==> src/rtl/vga_pkg.sv <==
// rtl/vga_pkg.sv - shared VGA geometry defaults, quadrant and detector FSM types
package vga_pkg;

  localparam int unsigned H_ACTIVE_DEF = 640;
  localparam int unsigned V_ACTIVE_DEF = 480;

  typedef enum logic [1:0] {
    Q_LT = 2'd0,
    Q_RT = 2'd1,
    Q_LB = 2'd2,
    Q_RB = 2'd3
  } quad_t;

  typedef enum logic [1:0] {
    WAIT_SOF = 2'd0,
    ACCUM    = 2'd1,
    LATCH    = 2'd2
  } qcd_state_t;

  // Quadrant index from the two half-screen decisions: bit 1 = bottom, bit 0 = right.
  function automatic quad_t quad_of(input logic right, input logic bottom);
    return quad_t'({bottom, right});
  endfunction

endpackage

==> src/rtl/rgb565_window_match.sv <==
// rtl/rgb565_window_match.sv - RGB565 channel split and inclusive colour-window compare
module rgb565_window_match (
  input  logic [15:0] pixel_i,
  input  logic [4:0]  r_min_i,
  input  logic [4:0]  r_max_i,
  input  logic [5:0]  g_min_i,
  input  logic [5:0]  g_max_i,
  input  logic [4:0]  b_min_i,
  input  logic [4:0]  b_max_i,
  output logic        hit_o
);

  logic [4:0] r;
  logic [5:0] g;
  logic [4:0] b;

  assign r = pixel_i[15:11];
  assign g = pixel_i[10:5];
  assign b = pixel_i[4:0];

  // A channel whose min exceeds its max can never satisfy both bounds, so it matches nothing.
  always_comb begin
    hit_o = (r >= r_min_i) && (r <= r_max_i) &&
            (g >= g_min_i) && (g <= g_max_i) &&
            (b >= b_min_i) && (b <= b_max_i);
  end

endmodule

==> src/rtl/quadrant_color_detector.sv <==
// rtl/quadrant_color_detector.sv - per-quadrant colour-match counter with frame-rate detect flags; QCD_HYST_EN adds release hysteresis
module quadrant_color_detector
  import vga_pkg::*;
#(
  parameter int unsigned H_ACTIVE  = H_ACTIVE_DEF,
  parameter int unsigned V_ACTIVE  = V_ACTIVE_DEF,
  parameter int unsigned CNT_W     = 17,
  parameter int unsigned THRESH_ON = 2000
`ifdef QCD_HYST_EN
  ,
  parameter int unsigned HYST      = 500
`endif
) (
  input  logic        clk,
  input  logic        reset,
  input  logic        vsync,
  input  logic        de,
  input  logic [9:0]  x,
  input  logic [8:0]  y,
  input  logic [15:0] pixel,
  input  logic [4:0]  r_min,
  input  logic [4:0]  r_max,
  input  logic [5:0]  g_min,
  input  logic [5:0]  g_max,
  input  logic [4:0]  b_min,
  input  logic [4:0]  b_max,
  output logic        detect_LT,
  output logic        detect_RT,
  output logic        detect_LB,
  output logic        detect_RB,
  output logic        frame_done
);

  localparam logic [CNT_W-1:0] CNT_MAX = {CNT_W{1'b1}};
  localparam logic [CNT_W-1:0] TH_ON   = CNT_W'(THRESH_ON);
`ifdef QCD_HYST_EN
  localparam logic [CNT_W-1:0] TH_OFF  = CNT_W'(THRESH_ON - HYST);
`endif

  logic             win_hit;
  logic             in_range;
  logic             match_d, match_q;
  quad_t            quad_d, quad_q;
  logic             vsync_q;
  logic             vs_rise;
  qcd_state_t       state_d, state_q;
  logic [CNT_W-1:0] cnt_d [4];
  logic [CNT_W-1:0] cnt_q [4];
  logic [3:0]       detect_d, detect_q;
  logic             frame_done_d, frame_done_q;

  rgb565_window_match u_window (
    .pixel_i (pixel),
    .r_min_i (r_min),
    .r_max_i (r_max),
    .g_min_i (g_min),
    .g_max_i (g_max),
    .b_min_i (b_min),
    .b_max_i (b_max),
    .hit_o   (win_hit)
  );

  assign in_range = (x < 10'(H_ACTIVE)) && (y < 9'(V_ACTIVE));
  assign vs_rise  = vsync & ~vsync_q;

  // Stage 1 inputs: qualified match and the quadrant the pixel falls in.
  always_comb begin
    match_d = de & in_range & win_hit;
    quad_d  = quad_of(x >= 10'(H_ACTIVE / 2), y >= 9'(V_ACTIVE / 2));
  end

  // Stage 1 pipeline registers and the single-flop vsync edge detector.
  always_ff @(posedge clk or posedge reset) begin
    if (reset) begin
      match_q <= 1'b0;
      quad_q  <= Q_LT;
      vsync_q <= 1'b0;
    end else begin
      match_q <= match_d;
      quad_q  <= quad_d;
      vsync_q <= vsync;
    end
  end

  // Frame FSM next state: first rise starts a clean frame, later rises close one.
  always_comb begin
    state_d = state_q;
    case (state_q)
      WAIT_SOF: if (vs_rise) state_d = ACCUM;
      ACCUM:    if (vs_rise) state_d = LATCH;
      LATCH:    state_d = ACCUM;
      default:  state_d = WAIT_SOF;
    endcase
  end

  // Stage 2: saturating per-quadrant accumulate; the match in stage 2 on the rise cycle still lands in the closing frame.
  always_comb begin
    for (int i = 0; i < 4; i++) begin
      cnt_d[i] = cnt_q[i];
      if (state_q == ACCUM) begin
        if (match_q && (quad_q == quad_t'(i[1:0])) && (cnt_q[i] != CNT_MAX)) begin
          cnt_d[i] = cnt_q[i] + 1'b1;
        end
      end else begin
        cnt_d[i] = '0;
      end
    end
  end

  // Flag evaluation happens only in LATCH so the outputs hold for the whole following frame.
  always_comb begin
    detect_d     = detect_q;
    frame_done_d = 1'b0;
    if (state_q == LATCH) begin
      frame_done_d = 1'b1;
      for (int i = 0; i < 4; i++) begin
`ifdef QCD_HYST_EN
        if (cnt_q[i] >= TH_ON) begin
          detect_d[i] = 1'b1;
        end else if (cnt_q[i] < TH_OFF) begin
          detect_d[i] = 1'b0;
        end
`else
        detect_d[i] = (cnt_q[i] >= TH_ON);
`endif
      end
    end
  end

  // State, counters and output flags.
  always_ff @(posedge clk or posedge reset) begin
    if (reset) begin
      state_q      <= WAIT_SOF;
      detect_q     <= '0;
      frame_done_q <= 1'b0;
      for (int i = 0; i < 4; i++) begin
        cnt_q[i] <= '0;
      end
    end else begin
      state_q      <= state_d;
      detect_q     <= detect_d;
      frame_done_q <= frame_done_d;
      for (int i = 0; i < 4; i++) begin
        cnt_q[i] <= cnt_d[i];
      end
    end
  end

  assign detect_LT  = detect_q[Q_LT];
  assign detect_RT  = detect_q[Q_RT];
  assign detect_LB  = detect_q[Q_LB];
  assign detect_RB  = detect_q[Q_RB];
  assign frame_done = frame_done_q;

endmodule

==> config.mk <==
export PLATFORM = sky130hd
export DESIGN_NAME = quadrant_color_detector
export DESIGN_NICKNAME = d
export VERILOG_FILES = /design/src/rtl/vga_pkg.sv /design/src/rtl/rgb565_window_match.sv /design/src/rtl/quadrant_color_detector.sv
export SDC_FILE = /design/constraint.sdc
export NUM_CORES = 1
export LEC_CHECK = 0
export ABC_AREA = 1
export CORE_ASPECT_RATIO = 1.75
export CORE_MARGIN = 2
export CORE_UTILIZATION = 62
export CTS_BUF_LIST = sky130_fd_sc_hd__clkbuf_8
export DETAILED_ROUTE_END_ITERATION = 12
export GPL_TIMING_DRIVEN = 0
export PLACE_DENSITY = 0.89
export SLEW_MARGIN = 20
export SYNTH_ARGS = -nofsm -noshare
export SYNTH_HDL_FRONTEND = slang
export SYNTH_SLANG_ARGS = --single-unit
==> constraint.sdc <==
create_clock -name clk -period 4 [get_ports clk]
set_clock_uncertainty 0.1 [all_clocks]
set_input_delay 0.6 -clock clk [delete_from_list [all_inputs] [get_ports clk]]
set_output_delay 0.6 -clock clk [all_outputs]
set_load 0.005 [all_outputs]
==> Yosys cells after proc, flatten, opt, wreduce, memory -nomap -nowiden <==
Index checks and enable logic that the tools add are counted.
{ "totals": {"ff_bits": 79, "word_cells": 76} }
{ "classes": {"addsub": 4, "order_cmp": 14, "eq_ne": 15, "mux": 12, "bitwise": 4, "reduce_logical": 17} }
{ "op_table": {"columns": ["op", "count"], "rows": [
  ["17-bit two-way mux", 8],
  ["17-bit by 1-bit adder with 17-bit output, second input constant", 4],
  ["17-bit by 11-bit >= comparator with 1-bit output, second input constant", 4],
  ["17-bit != test, second input constant", 4],
  ["1-bit logical AND", 14],
  ["10-bit by 9-bit >= comparator with 1-bit output, second input constant", 1],
  ["5-bit >= comparator", 2],
  ["5-bit less-or-equal comparator", 2],
  ["10-bit less-than comparator, second input constant", 1],
  ["9-bit by 8-bit >= comparator with 1-bit output, second input constant", 1],
  ["9-bit less-than comparator, second input constant", 1],
  ["2-bit by 1-bit != test with 1-bit output, second input constant", 4],
  ["2-bit equality test, second input constant", 3],
  ["6-bit >= comparator", 1],
  ["6-bit less-or-equal comparator", 1],
  ["2-bit one-hot mux with 3 select lines", 1],
  ["2-bit by 1-bit equality test with 1-bit output, second input constant", 2],
  ["2-bit logical NOT", 2],
  ["2-bit two-way mux", 2],
  ["2-bit != test, second input constant", 2],
  ["1-bit bitwise AND", 3],
  ["2-bit AND reduction", 1],
  ["1-bit two-way mux", 1],
  ["1-bit inverter", 1]
]} }

==> Depth between registers and ports, before layout <==
Gate-level depths: netlist (run 1).
{ "depth": {"ltp_word": 7, "mapped_depth": 13} }

==> By module <==
Synthesis (run 1) repeated with hierarchy kept, for this count alone.
{ "unflattened": {"cells_unflattened": 745, "area_unflattened_um2": 5429.0} }
{ "modules_own_cells": {"columns": ["mod", "n_inst", "cells_each", "area_each_um2", "seq_area_each_um2"], "rows": [
  ["quadrant_color_detector", 1, 603, 4551.9, 1976.9],
  ["rgb565_window_match", 1, 142, 877.1, 0.0]
]} }

==> Worst setup path after synthesis (run 1) <==
OpenSTA, ideal clock, no wires.
{ "synth_path": {"kind": "reg-to-reg", "from": "reg cnt_q[8] (netlist bit)", "to": "reg cnt_q[6] (netlist bit)", "t_arrival_ps": 1722, "required_time_ps": 3775, "slack_ps": 2053, "stages_incl_launch_ff": 13, "n_path_buf": 0, "period_less_slack_ps": 1947, "path_cell_list": "dfrtp_1 -> nand2_1 -> nor2_1 -> nand2_1 -> nor4_1 -> ha_1 -> nor2_1 -> nand2_2 -> clkinv_2 -> nand2_2 -> inv_1 -> o21ai_0 -> a21oi_1"} }
{ "synth_via": {"elab_chain_len": 3} }
{ "synth_lines": {"columns": ["element", "line", "rtl"], "rows": [
  ["from (decl)", "quadrant_color_detector.sv:48", "logic [CNT_W-1:0] cnt_q [4];"],
  ["from (signal, indexed assignment)", "quadrant_color_detector.sv:144", "cnt_q[i] <= cnt_d[i];"],
  ["17-bit != test", "quadrant_color_detector.sv:101", "if (match_q && (quad_q == quad_t'(i[1:0])) && (cnt_q[i] != CNT_MAX)) begin"],
  ["1-bit logical AND", "quadrant_color_detector.sv:101", null],
  ["2-bit by 1-bit != test with 1-bit output (no source line)", null, null]
]} }
No other way between the ends.
A chain may end at the register's enable or synchronous reset.

==> Worst setup path in the final report (run 1) <==
{ "layout_path": {"from": "reg cnt_q[8] (netlist bit)", "to": "reg cnt_q[4] (netlist bit)"} }
The elaborated chain is that of the path after synthesis.

==> results of run 1 <==
[stage by stage]
step,util [%],instances
CTS,75.6,976
floorplan,-,777
global route,75.6,976
finish,75.6,976
detailed placement,73.0,960
global placement,72.7,959
[cell usage after synthesis, drive strengths merged]
master	number
a21o	2
o211a	1
nor3	19
buf	9
or2	1
o31ai	1
nand3b	2
and2	3
o21bai	2
nor2	100
a31oi	3
inv	134
or3	1
a21oi	35
ha	44
o21ai	46
dfrtp	79
nor3b	1
o211ai	2
clkinv	1
a211oi	1
nand4	34
xor2	2
nor4	6
nand3	49
nand2	199
[power groups by stage]
| stage | clock network [W] | logic, W | registers, W |
|---|---|---|---|
| finish | 0.000678 | 0.000645 | 0.000852 |
| global route | 0.000720 | 0.000718 | 0.000858 |
| CTS | 0.000685 | 0.000643 | 0.000852 |
| detailed placement | 0 | 0.000639 | 0.000868 |
| global placement | 0 | 0.000618 | 0.000868 |
| floorplan | 0 | 0.000351 | 0.000867 |
[worst max-delay path: stages, from the launching register on]
cell and delay [ps]:
dfrtp_1 410, nand2_1 90, nor2_1 310, nand2_1 150, nor4_1 400, ha_1 230
nor2_1 50, nand2_2 120, nand2_1 220, inv_1 200, nand2_1 70, o31ai_1 60
[placed cells by master, fill, tap and decap left out, drive strengths merged, types with 2 or more instances in the layout]
| cell | Yosys | routed |
|---|---|---|
| inv | 134 | 136 |
| o211ai | 2 | 2 |
| dfrtp | 79 | 79 |
| a21oi | 35 | 35 |
| a31oi | 3 | 3 |
| nand3b | 2 | 2 |
| clkdlybuf4s50 | 0 | 65 |
| buf | 9 | 10 |
| bufinv | 0 | 2 |
| clkinv | 1 | 2 |
| o21bai | 2 | 2 |
| and2 | 3 | 3 |
| nor3 | 19 | 19 |
| a21o | 2 | 2 |
| nor2 | 100 | 100 |
| nor4 | 6 | 6 |
| xor2 | 2 | 2 |
| clkbuf | 0 | 11 |
| nand2 | 199 | 199 |
| nand3 | 49 | 49 |
| nand4 | 34 | 34 |
| ha | 44 | 44 |
| o21ai | 46 | 46 |
[final timing paths]
path                                          to  cells past startpoint
hold / removal             cnt_q[59]$_DFFE_PP0P_                      1
min in group asynchronous  cnt_q[54]$_DFFE_PP0P_                      2
setup reg to reg            cnt_q[4]$_DFFE_PP0P_                     11
hold reg to reg            cnt_q[59]$_DFFE_PP0P_                      1
setup / recovery            cnt_q[4]$_DFFE_PP0P_                     11
max in group asynchronous  cnt_q[34]$_DFFE_PP0P_                      3
[routing by layer]
metal | track usage, % | vias to the layer above | part of all wire [%] | routed length, µm
li1 | - | 2653 | - | -
met1 | 32.3 | 2532 | 36 | 4890
met2 | 55.0 | 219 | 55 | 7410
met3 | 4.95 | 50 | 5.2 | 705
met4 | 17.6 | 0 | 3.9 | 533
met5 | 0 | - | 0 | 0
[cell families (layout without fill, tap and decap cells)]
kind of cell	count (synthesis)	count (layout)	synth area share (%)
AOI/OAI and AO/OA	93	93	9.11
DFF	79	79	36.2
buffers and inverters	144	226	10.2
xor gates and xnor gates	2	2	0.321
adders and majority gates	44	44	10.1
and+or+nand+nor	415	415	34.2
[flip-flops by register name, summed over array words and instances, names as in the netlist]
name,count
cnt_q,68
detect_q,4
quad_q,2
state_q,2
frame_done,1
match_q,1
vsync_q,1
[final cells by class]
type | instances | share of cell area (%)
repair buffers | 66 | 10.4
plain buffers | 9 | 0.730
well taps | 117 | 2.25
clock buffers | 11 | 2.32
multi-input cells | 554 | 45.0
clock inverters | 5 | 1.11
flip-flops and latches | 79 | 30.3
inverters | 135 | 7.83
==> out/metrics.cfg, run 1 <==
[synthesis]
synth_area_um2=5470
ys_ff_latch=79
synth_cells=777
yosysTopAreaCellShare_pct=36.2
seq_area_frac_synth_pct=36.2
synth_area_leaders=dfrtp_1, nand2_1, ha_1, inv_1, nor2_1
syn_area_per_cell_um2=7.03
ys_warn_count=0
post-synth-top-area-cell=dfrtp_1
synth_nets=892
ys_types=36

[cts]
cts_max_level=3
clk_latency_ps=370
clockBufferDepth=2
numCtsBuffers=9
root_buffer=clkbuf_8
cts.reportedPaths.clkPinSlew_ps=70
numClockSinks=79
cts_hold_buf=0
post_cts_resized=0
post_cts_buffers=0
cts_tree=built

[timing]
min_period_over_period_pct=62.8
hold_viol_final=0
fmax_mhz=398
worstMarginPinSlew_ps=412
setup_viol=0
drv_slew=0
worst_slack_ps=1490
rsz0062_at_grt=false
slew_headroom_pct=72.3
period_needed_ps=2510
fin_setup_tns_ps=0
hold_slack_ps=398

[final_layout]
antennaDiodeCount=0
nFillCells=651
drive_above_1_share_pct=5.94
ff_latch_area_um2=1980
finalInstanceArea_um2=6520
layout.nets=969
multi_input_area_um2=2930
syn_to_final_growth_pct=19.2

[worst_setup_path]
r2r_slack_ps=1490
path_max_fanout=9
cp.arrival_ps=2690
end_kind=flip-flop
startpoint=cnt_q[8]$_DFFE_PP0P_
crit_type=reg -> reg
worstPathRequired_ps=4170
worstSetupStartpointType=flip-flop
worstReg2RegStart=cnt_q[8]$_DFFE_PP0P_

[place]
dp_slack_ps=1560
io_buffers=65
gp_congestion=0.943
place_area_um2=6290
hpwl_um=10500

[drt]
ant_nets=0
via_per_inst=5.59
via_count=5454
drc=0
drt_pre_antenna_iters=5
drt_iter0_drc=404
routed_wl_um=13500
avgRoutedWirePerCell_um=13.9

[pwr]
clkPwrFrac_pct=31.2
p_leak_nw=3.11
seqPwrFrac_pct=39.2
p_sw_w=0.000744
power.internal_w=0.00143
ir_worst_vdd_uv=286
power_density_nw_per_um2=334
p_comb_share_pct=29.7
total_power_w=0.00218
switching_share_pct=34.2

[die]
initial_core_util_pct=63.4
dieArea_um2=9610
die_x_um=75.0
io-pin-count=76
coreArea_um2=8610
die_h_um=128
rows=45

[hold_path]
hold_start=cnt_q[59]$_DFFE_PP0P_
hold_path.class=reg -> reg

[grt]
grt_pass1_wl_um=23000
grt_overflow=0
antenna_found_initial=0
grt_pass1_vias=5521
grt_max_degree=56
track_usage_pct=30.7

[status]
run_status=finished, final reports clean

[flow_run]
maxCapViolCount=0

No activity file was read; power rests on OpenSTA's default activity.
==> inputs of run 2 (changes only) <==
--- a/config.mk
+++ b/config.mk
@@ -8,11 +8,11 @@
 export ABC_AREA = 1
 export CORE_ASPECT_RATIO = 1.75
 export CORE_MARGIN = 2
-export CORE_UTILIZATION = 62
+export CORE_UTILIZATION = 57
 export CTS_BUF_LIST = sky130_fd_sc_hd__clkbuf_8
 export DETAILED_ROUTE_END_ITERATION = 12
 export GPL_TIMING_DRIVEN = 0
-export PLACE_DENSITY = 0.89
+export PLACE_DENSITY = 0.83
 export SLEW_MARGIN = 20
 export SYNTH_ARGS = -nofsm -noshare
 export SYNTH_HDL_FRONTEND = slang
==> constraint.sdc (replaced) <==
create_clock -name clk -period 2.49 [get_ports clk]
set_clock_uncertainty 0.1 [all_clocks]
set_input_delay 0.3735 -clock clk [delete_from_list [all_inputs] [get_ports clk]]
set_output_delay 0.3735 -clock clk [all_outputs]
set_load 0.005 [all_outputs]
==> run 2 against run 1 <==
  * Via count unchanged
  * Count of clock-buffer cells in the layout decreased by 2
  * Combinational power up 64%
  * Clock power up 84%
  * Final cell count rose by 0.61%
  * Register-to-register slack lost 1400 ps
  * Largest cell class unchanged
==> out/metrics.cfg, run 2 (synthesis gave the netlist of run 1 again) <==
[pwr]
ir_worst_vdd_uv=576  ; was 286 µV
p_leak_nw=3.14  ; was 3.11 nW
seqPwrFrac_pct=37.2  ; was 39.2%
p_sw_w=0.00123  ; was 0.000744 W
power.internal_w=0.00246  ; was 0.00143 W
power_density_nw_per_um2=556  ; was 334 nW/µm²
switching_share_pct=33.3  ; was 34.2%
p_comb_share_pct=28.8  ; was 29.7%
clkPwrFrac_pct=34.0  ; was 31.2%

[grt]
grt_pass1_wl_um=23700  ; was 23000 µm
grt_max_degree=33  ; was 56
grt_overflow=0  ; unchanged
track_usage_pct=28.3  ; was 30.7%
antenna_found_initial=0  ; unchanged
grt_pass1_vias=5684  ; was 5521

[timing]
slew_headroom_pct=57.5  ; was 72.3%
worst_slack_ps=118  ; was 1490 ps
rsz0062_at_grt=true  ; was false
min_period_over_period_pct=95.3  ; was 62.8%
hold_slack_ps=330  ; was 398 ps
fmax_mhz=421  ; was 398 MHz
setup_viol=0  ; unchanged
period_needed_ps=2370  ; was 2510 ps
drv_slew=0  ; unchanged
fin_setup_tns_ps=0  ; unchanged
hold_viol_final=0  ; unchanged
worstMarginPinSlew_ps=637  ; was 412 ps

[die]
die_h_um=134  ; was 128 µm
rows=47  ; was 45
dieArea_um2=10400  ; was 9610 µm²
coreArea_um2=9410  ; was 8610 µm²
io-pin-count=76  ; unchanged
initial_core_util_pct=58.1  ; was 63.4%
die_x_um=78.0  ; was 75.0 µm

[final_layout]
syn_to_final_growth_pct=21.1  ; was 19.2%
layout.nets=970  ; was 969
antennaDiodeCount=0  ; unchanged
final_common_cell=nand2_1  ; unchanged
utilization_pct=70.3  ; was 75.6%
top_register=cnt_q  ; unchanged
biggestRegsByFlops=cnt_q x68, detect_q x4  ; unchanged
final_cell_mix=nand2_1, inv_1, nor2_1  ; unchanged
largest_register_ffs=68  ; unchanged
drive_above_1_share_pct=6.74  ; was 5.94%

[worst_setup_path]
worstPathRequired_ps=2620  ; was 4170 ps
reg2regPathDepth=12  ; was 11
worstReg2RegStart=cnt_q[52]$_DFFE_PP0P_  ; was cnt_q[8]$_DFFE_PP0P_
end_kind=flip-flop  ; unchanged
cp.arrival_ps=2500  ; was 2690 ps
crit_type=reg -> reg  ; unchanged
path_max_fanout=6  ; was 9
worstSetupStartpointType=flip-flop  ; unchanged
r2r-end=cnt_q[60]$_DFFE_PP0P_  ; was cnt_q[4]$_DFFE_PP0P_
r2r_slack_ps=120  ; was 1490 ps

[drt]
avgRoutedWirePerCell_um=14.1  ; was 13.9 µm
drc=0  ; unchanged
ant_nets=0  ; unchanged
via_count=5454  ; unchanged
drt_iter0_drc=367  ; was 404
routed_wl_um=13900  ; was 13500 µm
drt_pre_antenna_iters=9  ; was 5
via_per_inst=5.55  ; was 5.59

[cts]
cts_max_level=3  ; unchanged
cts_hold_buf=0  ; unchanged
clockBufferDepth=2  ; unchanged
cts.reportedPaths.clkPinSlew_ps=80  ; was 70 ps
post_cts_resized=0  ; unchanged
cts_tree=built  ; unchanged
root_buffer=clkbuf_8  ; unchanged
numClockSinks=79  ; unchanged
numCtsBuffers=9  ; unchanged
post_cts_buffers=0  ; unchanged
clk_latency_ps=370  ; about the same

[place]
gp_congestion=0.959  ; was 0.943
hpwl_um=10700  ; was 10500 µm
io_buffers=65  ; unchanged
dp_slack_ps=82.7  ; was 1560 ps

[status]
run_status=finished, final reports clean  ; unchanged

[flow_run]
maxCapViolCount=0  ; unchanged

[hold_path]
hold_path.class=in -> async  ; was reg -> reg

-- run 2: changes by cell type in the layout (fill, tap and decap cells not counted), sizes merged --
cell      before  now
buf           10   11
bufinv         2    4
clkbuf        11    9
clkinvlp       0    2
inv          136  134
-- run 2: worst max path at each step --
stage / startpoint / endpoint / slack, ps
after floorplan: cnt_q[8]$_DFFE_PP0P_ / cnt_q[6]$_DFFE_PP0P_ / 540
after global placement: cnt_q[7]$_DFFE_PP0P_ / cnt_q[4]$_DFFE_PP0P_ / 120
after detailed placement: cnt_q[8]$_DFFE_PP0P_ / cnt_q[4]$_DFFE_PP0P_ / 80
after CTS: cnt_q[8]$_DFFE_PP0P_ / cnt_q[4]$_DFFE_PP0P_ / 50
after global routing: cnt_q[52]$_DFFE_PP0P_ / cnt_q[57]$_DFFE_PP0P_ / -70
final: cnt_q[52]$_DFFE_PP0P_ / cnt_q[60]$_DFFE_PP0P_ / 120
-- run 2: metrics by stage --
| stage | cell area (µm²) | power, W | std cells |
|---|---|---|---|
| after global placement | 6270 | 0.00240 | 964 |
| final | 6620 | 0.00368 | 982 |
| after floorplan | 5470 | 0.00196 | 777 |
| after detailed placement | 6320 | 0.00245 | 966 |
| after CTS | 6580 | 0.00369 | 982 |
| after global routing | 6620 | 0.00386 | 982 |
-- run 2: layer usage --
layer	vias to the layer above	track usage, %	wire, µm	part of all wire [%]
met5	-	0	0	0
met4	0	17.0	648	4.7
met1	2520	28.8	5070	37
met3	55	4.47	610	4.4
met2	221	52.7	7550	54
li1	2658	-	-	-
-- run 2: power groups by stage --
stage | Clock (W) | Combinational (W) | Sequential, W
after floorplan | 0 | 0.000564 | 0.00139
after global placement | 0 | 0.00100 | 0.00139
after detailed placement | 0 | 0.00105 | 0.00140
after CTS | 0.00126 | 0.00106 | 0.00137
after global routing | 0.00131 | 0.00117 | 0.00138
final | 0.00125 | 0.00106 | 0.00137
-- run 2: layout make-up --
type                       instances  area (µm²)
clock inverter                     7         136
fill                             780        2790
tap                              122         153
timing repair buffer              67         698
inverter                         135         512
clock buffer                       9         124
multi-input combinational        554        2970
sequential                        79        1980
buffer                             9        47.5
-- run 2: worst max-delay path, cell delays in order, from the launching register on --
cell     delay (ps)
dfrtp_1         420
ha_1            210
nand2_1         100
nor2_1           50
nand2_1         120
nor4_1           70
ha_1            210
nor2_1          120
nand3_2         150
nor2_1          290
nand2_1         170
nor3_1          160
nor3_1           70
